===== src/rtl/mips_pkg.sv =====
// Shared definitions for the MIPS control pipeline: control-word widths,
// bit positions inside memctrl/muxctrl, forwarding-select encodings and
// the all-zero NOOP control word loaded by reset and by bubbles.
package mips_pkg;

    // Default widths of the control word fields and register addresses
    localparam int DEF_REG_AW = 5;
    localparam int DEF_MUXW   = 7;
    localparam int DEF_MEMW   = 3;
    localparam int DEF_ALUW   = 5;

    // memctrl bit positions
    localparam int REGWR = 0;
    localparam int MEMWR = 1;
    localparam int MEMRD = 2;

    // muxctrl bit positions
    localparam int ALUSRC   = 0;
    localparam int MEMTOREG = 1;
    localparam int BUBBLE   = 4;

    // EX operand source selects
    localparam logic [1:0] FWD_RF  = 2'b00;
    localparam logic [1:0] FWD_WB  = 2'b01;
    localparam logic [1:0] FWD_MEM = 2'b10;

    // NOOP control word: every field cleared
    localparam logic [DEF_MUXW-1:0]   NOOP_MUXCTRL = {DEF_MUXW{1'b0}};
    localparam logic [DEF_MEMW-1:0]   NOOP_MEMCTRL = {DEF_MEMW{1'b0}};
    localparam logic [DEF_ALUW-1:0]   NOOP_ALUCTRL = {DEF_ALUW{1'b0}};
    localparam logic [DEF_REG_AW-1:0] NOOP_REG     = {DEF_REG_AW{1'b0}};

endpackage


===== src/rtl/hazard_unit.sv =====
// Combinational hazard detection and EX operand forwarding selects.
// Build option HAZ_FWD_EN:
//   defined   - forwarding from MEM/WB, only load-use dependencies stall.
//   undefined - no forwarding (selects fixed at regfile); any dependency on
//               a register written by the instructions in EX or MEM stalls.
// A flush from the ID stage always wins: it produces a bubble and no stall.
module hazard_unit
    import mips_pkg::*;
#(
    parameter int REG_AW = DEF_REG_AW
) (
    input  logic [REG_AW-1:0] id_rs,
    input  logic [REG_AW-1:0] id_rt,
    input  logic              id_uses_rt,
    input  logic              id_flush,
    input  logic              ex_regwrite,
    input  logic              ex_memread,
    input  logic [REG_AW-1:0] ex_rs,
    input  logic [REG_AW-1:0] ex_rt,
    input  logic              ex_uses_rt,
    input  logic [REG_AW-1:0] ex_dst,
    input  logic              mem_regwrite,
    input  logic [REG_AW-1:0] mem_dst,
    input  logic              wb_regwrite,
    input  logic [REG_AW-1:0] wb_dst,
    output logic              stall,
    output logic              bubble,
    output logic [1:0]        fwd_a,
    output logic [1:0]        fwd_b
);

    // True when dst names a real register (not r0) equal to src
    function automatic logic reg_hit(input logic [REG_AW-1:0] src,
                                     input logic [REG_AW-1:0] dst);
        reg_hit = (dst != {REG_AW{1'b0}}) && (dst == src);
    endfunction

    logic hazard_s;
    logic id_dep_ex_s;
    logic id_dep_mem_s;

    // Does the ID instruction read a register produced in EX / in MEM
    always_comb begin
        id_dep_ex_s  = reg_hit(id_rs, ex_dst)  || (id_uses_rt && reg_hit(id_rt, ex_dst));
        id_dep_mem_s = reg_hit(id_rs, mem_dst) || (id_uses_rt && reg_hit(id_rt, mem_dst));
    end

`ifdef HAZ_FWD_EN

    logic unused_ok_s;
    assign unused_ok_s = ex_regwrite ^ mem_regwrite ^ (^mem_dst) ^ id_dep_mem_s;

    // Only a load in EX feeding the ID instruction cannot be forwarded in time
    always_comb begin
        if (ex_memread && id_dep_ex_s) begin
            hazard_s = 1'b1;
        end else begin
            hazard_s = 1'b0;
        end
    end

    // Operand A source: the youngest producer (MEM) wins over WB
    always_comb begin
        if (mem_regwrite && reg_hit(ex_rs, mem_dst)) begin
            fwd_a = FWD_MEM;
        end else if (wb_regwrite && reg_hit(ex_rs, wb_dst)) begin
            fwd_a = FWD_WB;
        end else begin
            fwd_a = FWD_RF;
        end
    end

    // Operand B source: same priority, but only if rt is really an operand
    always_comb begin
        if (!ex_uses_rt) begin
            fwd_b = FWD_RF;
        end else if (mem_regwrite && reg_hit(ex_rt, mem_dst)) begin
            fwd_b = FWD_MEM;
        end else if (wb_regwrite && reg_hit(ex_rt, wb_dst)) begin
            fwd_b = FWD_WB;
        end else begin
            fwd_b = FWD_RF;
        end
    end

`else

    logic unused_ok_s;
    assign unused_ok_s = ex_memread ^ (^ex_rs) ^ (^ex_rt) ^ ex_uses_rt ^
                         wb_regwrite ^ (^wb_dst);

    // Without forwarding, wait until the producer has reached WB; the
    // regfile writes in the first half-cycle so a WB producer is harmless
    always_comb begin
        if ((ex_regwrite && id_dep_ex_s) || (mem_regwrite && id_dep_mem_s)) begin
            hazard_s = 1'b1;
        end else begin
            hazard_s = 1'b0;
        end
    end

    // Operands always come from the register file
    always_comb begin
        fwd_a = FWD_RF;
        fwd_b = FWD_RF;
    end

`endif

    // Flush discards the ID word outright, so it never needs to be held
    always_comb begin
        if (id_flush) begin
            stall  = 1'b0;
            bubble = 1'b1;
        end else begin
            stall  = hazard_s;
            bubble = hazard_s;
        end
    end

endmodule


===== src/rtl/ctrl_pipeline.sv =====
// Control-word pipeline ID->EX->MEM->WB with hazard stall and forwarding.
// Carries muxctrl/memctrl/aluctrl plus register fields through the stage
// registers; a bubble (stall or flush) loads an all-zero word into EX.
// Build option HAZ_FWD_EN selects forwarding + load-use stalls; without it
// the pipeline stalls on any EX/MEM producer and never forwards.
module ctrl_pipeline
    import mips_pkg::*;
#(
    parameter int REG_AW = DEF_REG_AW,
    parameter int MUXW   = DEF_MUXW,
    parameter int MEMW   = DEF_MEMW,
    parameter int ALUW   = DEF_ALUW
) (
    input  logic              clk,
    input  logic              reset,
    input  logic [MUXW-1:0]   id_muxctrl,
    input  logic [MEMW-1:0]   id_memctrl,
    input  logic [ALUW-1:0]   id_aluctrl,
    input  logic [REG_AW-1:0] id_rs,
    input  logic [REG_AW-1:0] id_rt,
    input  logic              id_uses_rt,
    input  logic [REG_AW-1:0] id_dst,
    input  logic              id_flush,
    output logic              stall,
    output logic [MUXW-1:0]   ex_muxctrl,
    output logic [ALUW-1:0]   ex_aluctrl,
    output logic [MEMW-1:0]   mem_memctrl,
    output logic              wb_regwrite,
    output logic              wb_memtoreg,
    output logic [REG_AW-1:0] wb_dst,
    output logic [1:0]        fwd_a,
    output logic [1:0]        fwd_b
);

    // EX stage
    logic [MUXW-1:0]   ex_muxctrl_r;
    logic [MEMW-1:0]   ex_memctrl_r;
    logic [ALUW-1:0]   ex_aluctrl_r;
    logic [REG_AW-1:0] ex_rs_r;
    logic [REG_AW-1:0] ex_rt_r;
    logic              ex_uses_rt_r;
    logic [REG_AW-1:0] ex_dst_r;

    // MEM stage
    logic [MEMW-1:0]   mem_memctrl_r;
    logic              mem_memtoreg_r;
    logic [REG_AW-1:0] mem_dst_r;

    // WB stage
    logic              wb_regwrite_r;
    logic              wb_memtoreg_r;
    logic [REG_AW-1:0] wb_dst_r;

    // Hazard unit results
    logic              stall_s;
    logic              bubble_s;
    logic [1:0]        fwd_a_s;
    logic [1:0]        fwd_b_s;

    hazard_unit #(
        .REG_AW (REG_AW)
    ) u_hazard (
        .id_rs        (id_rs),
        .id_rt        (id_rt),
        .id_uses_rt   (id_uses_rt),
        .id_flush     (id_flush),
        .ex_regwrite  (ex_memctrl_r[REGWR]),
        .ex_memread   (ex_memctrl_r[MEMRD]),
        .ex_rs        (ex_rs_r),
        .ex_rt        (ex_rt_r),
        .ex_uses_rt   (ex_uses_rt_r),
        .ex_dst       (ex_dst_r),
        .mem_regwrite (mem_memctrl_r[REGWR]),
        .mem_dst      (mem_dst_r),
        .wb_regwrite  (wb_regwrite_r),
        .wb_dst       (wb_dst_r),
        .stall        (stall_s),
        .bubble       (bubble_s),
        .fwd_a        (fwd_a_s),
        .fwd_b        (fwd_b_s)
    );

    // ID->EX register: take the decoded word, or a zeroed bubble
    always_ff @(posedge clk) begin
        if (reset || bubble_s) begin
            ex_muxctrl_r <= NOOP_MUXCTRL;
            ex_memctrl_r <= NOOP_MEMCTRL;
            ex_aluctrl_r <= NOOP_ALUCTRL;
            ex_rs_r      <= NOOP_REG;
            ex_rt_r      <= NOOP_REG;
            ex_uses_rt_r <= 1'b0;
            ex_dst_r     <= NOOP_REG;
        end else begin
            ex_muxctrl_r <= id_muxctrl;
            ex_memctrl_r <= id_memctrl;
            ex_aluctrl_r <= id_aluctrl;
            ex_rs_r      <= id_rs;
            ex_rt_r      <= id_rt;
            ex_uses_rt_r <= id_uses_rt;
            ex_dst_r     <= id_dst;
        end
    end

    // EX->MEM register: memctrl, the WB data select and the destination
    always_ff @(posedge clk) begin
        if (reset) begin
            mem_memctrl_r  <= NOOP_MEMCTRL;
            mem_memtoreg_r <= 1'b0;
            mem_dst_r      <= NOOP_REG;
        end else begin
            mem_memctrl_r  <= ex_memctrl_r;
            mem_memtoreg_r <= ex_muxctrl_r[MEMTOREG];
            mem_dst_r      <= ex_dst_r;
        end
    end

    // MEM->WB register: only what the register-file write needs
    always_ff @(posedge clk) begin
        if (reset) begin
            wb_regwrite_r <= 1'b0;
            wb_memtoreg_r <= 1'b0;
            wb_dst_r      <= NOOP_REG;
        end else begin
            wb_regwrite_r <= mem_memctrl_r[REGWR];
            wb_memtoreg_r <= mem_memtoreg_r;
            wb_dst_r      <= mem_dst_r;
        end
    end

    assign stall       = stall_s;
    assign fwd_a       = fwd_a_s;
    assign fwd_b       = fwd_b_s;
    assign ex_muxctrl  = ex_muxctrl_r;
    assign ex_aluctrl  = ex_aluctrl_r;
    assign mem_memctrl = mem_memctrl_r;
    assign wb_regwrite = wb_regwrite_r;
    assign wb_memtoreg = wb_memtoreg_r;
    assign wb_dst      = wb_dst_r;

endmodule


===== config.mk =====
export PLATFORM = sky130hd
export DESIGN_NAME = ctrl_pipeline
export DESIGN_NICKNAME = d
export VERILOG_FILES = /design/src/rtl/mips_pkg.sv /design/src/rtl/hazard_unit.sv /design/src/rtl/ctrl_pipeline.sv
export SDC_FILE = /design/constraint.sdc
export NUM_CORES = 1
export LEC_CHECK = 0
export CELL_PAD_IN_SITES_DETAIL_PLACEMENT = 0
export CELL_PAD_IN_SITES_GLOBAL_PLACEMENT = 2
export CORE_ASPECT_RATIO = 2
export CORE_MARGIN = 2
export CORE_UTILIZATION = 35
export CTS_CLUSTER_SIZE = 24
export DETAILED_ROUTE_END_ITERATION = 16
export DONT_BUFFER_PORTS = 1
export GPL_TIMING_DRIVEN = 1
export PLACE_DENSITY = 0.75
export SYNTH_ARGS = -nofsm -noshare
export SYNTH_HDL_FRONTEND = slang
export SYNTH_HIERARCHICAL = 1
export SYNTH_SLANG_ARGS = --single-unit

===== constraint.sdc =====
create_clock -name clk -period 2.4 [get_ports clk]
set_input_delay 0.48 -clock clk [delete_from_list [all_inputs] [get_ports clk]]
set_output_delay 0.48 -clock clk [all_outputs]
set_load 0.03 [all_outputs]

==> impl_results.md <==
- Run status: completed
- Met2 Routed Length: roughly 1.4 mm
- Worst Hold End: wb_dst[3]
- Max Fclk: 437 MHz
- Final max-slew violation count: 0
- Initial DRC count: 15
- CP Data Arrival Time: 1.81 ns
- Worst reg2reg path startpoint: ex_dst_r[3]
- Initial Util: 0.362
- Crit path cell chain: xor2_1 > nor4_1 > a32oi_1 > o22ai_2 > nor2b_1 > buf_4
- Int Pwr: roughly 910 uW
- Chip Width: 49.7 um
- R2R depth: 6
- Top routing layer used: met4
- Routed vias: 787
- Layout cell share with drive strength beyond 1: 0.248
- YS warnings: 6
- Critical path's largest stage delay: approximately 0.37 ns
- Antenna-violating nets left: 0
- H-tree depth: 2
- Worst Path Buf+Inv: 1
- Port Buffer Count: 0
- Clk sinks: 36
- Die Height: 95.5 um
- Worst min-delay path class: in -> reg
- Skew-Pair Late Insertion Delay: 0.28 ns
- Antenna violations before repair: 0
- Clock-pin slew on the worst setup and hold paths: 0.07 ns
- P_sw: 267 uW
- Flop2flop setup slack: roughly 0.51 ns
- Vias in the first global route: 877
- Wirelength per Cell: 15.3 um
- Hold depth: 1
- CTS tree: yes
- Final hold violations: 0
- DR vias/cell: ~4.5
- Most common cell after layout, fill and taps aside: dfxtp_1
- DRC violations left: 0
- Cell area power density: 762 nW/um^2
- Layout area overhead: 5.47%
- Crit-path slowest cell: dfxtp_1
- Synth Instances: between 100 and 150
- MaxCap Viol Count: 0
- Post-CTS Repair Setup Buffers: 0
- Static leakage: 0.000619 uW
- Kind of critical path: reg -> out
- CP Capture Type: output pin
- Comb power frac: 0.059
- Detailed Place HPWL: 1.89 mm
- Worst Skew: 0.00477 ns
- FILL cells: ~420
- Fin util: 0.382
- Core area: 4050 um^2
- Antenna Cells: 0
- Met3 wire len: 233 um
- Clock network fraction of total power: 0.385
- Setup violations, final: 0
- Area of the mapped netlist: 1460 um^2
- Worst vdd ir: 0.405 mV
- Placed Instances: 166
- Nets@finish: 155
- Clk buf depth: 2
- R2r endpoint: ex_muxctrl[2]
- Ports: 61
- CTS Root Cell: clkbuf_8
- Seq pwr share: 0.555
- Switching power share of the total: 0.227
- RSZ-0062 raised after global routing: false
- TritonCTS Buffers: 5
- Period utilization: 0.954
- Mapped Avg Cell Area: 12.2 um^2
- Critical Path Fanout Max: 4
- Crit start category: flop
- GRT Total Usage: 0.113
- Die ar.: ~4700 um^2
- Commonest non-fill, non-tap cells in the layout: dfxtp_1 (36), nor3b_2 (19), xor2_1 (18)
- Fin crit period: 2.29 ns
- Pre-Repair DR Iteration Count: 4
- Largest net degree at the start of global routing: 37
- GR Overflow Total: 0
- Critical Path RT: 1.92 ns
- Delay-heaviest family, CP: simple AND/OR/NAND/NOR gates
- Setup TNS: 0 ns
- Min-delay src: reset
- Met1 wire length: 965 um
- Num rows: 33
- Final Wtd Congestion: between 0.7 and 0.8
- DRT Wirelength: 2.65 mm
- Non-filler instance count after layout: 173
- First-pass GRT wire length: 4.00 mm
==> state kept, by name, summed over array words and instances, names as in the netlist <==
signal and count:
ex_dst_r 5, mem_dst_r 5, ex_muxctrl 7, ex_memctrl_r 3, wb_regwrite 1, mem_memtoreg_r 1
wb_memtoreg 1, mem_memctrl 3, ex_aluctrl 5, wb_dst 5
==> worst max-delay path by stage <==
stage / startpoint / end / slack, ns / depth (start not counted)
6_report: ex_dst_r[0] / stall / 0.11 / 6
5_1_grt: ex_dst_r[2] / stall / 0.02 / 6
4_1_cts: ex_dst_r[0] / stall / 0.07 / 6
3_5_place_dp: id_rt[2] / stall / 0.32 / 6
3_3_place_gp: id_rt[2] / stall / 0.36 / 6
2_1_floorplan: id_rt[2] / stall / 0.29 / 5
==> power groups by stage <==
stage / Combinational, uW / Clock (uW) / Sequential [uW]
floorplan: 89.1 / 0 / 663
global placement: 67.6 / 0 / 668
detailed placement: 69.6 / 0 / 667
CTS: 69.6 / 472 / 654
global route: 76.1 / 498 / 655
finish: 69.9 / 453 / 654
==> worst reg2reg max path, delay by kind of cell, from the launching register on <==
family / cells / cell delay, ns
AOI/OAI and AO/OA: 2 / 0.32
buffers and inverters: 1 / 0.20
DFF: 1 / 0.35
and+or+nand+nor: 3 / 0.95
==> stage by stage <==
step | cell area [um^2] | power, uW | setup slack, ns | hold WS [ns]
floorplan | 1480 | 752 | 0.294 | 0.411
global placement | 1440 | 735 | 0.356 | 0.413
detailed placement | 1440 | 737 | 0.318 | 0.419
CTS | 1540 | 1200 | 0.0725 | 0.258
global route | 1540 | 1230 | 0.0192 | 0.252
finish | 1540 | 1180 | 0.111 | 0.268
==> routing by layer <==
metal / up-vias / GRT usage
met5: - / 0
met4: 0 / 0.0625
met3: 4 / 0.0470
met2: 40 / 0.197
met1: 358 / 0.111
li1: 385 / -
==> what timing repair did <==
item	in CTS	in global routing
gates resized for setup	0	1
hold buffers	0	0
endpoints found under the setup margin	0	1
==> cell type report <==
type	instances	area (um^2)	area share
Timing Repair Buffer	3	22.5	0.0146
Multi-Input combinational cell	75	639	0.414
Clock buffer	7	96.3	0.0624
Tap cell	52	65.1	0.0421
Sequential cell	36	721	0.467
Note: power is estimated with default switching activity, not from simulation.
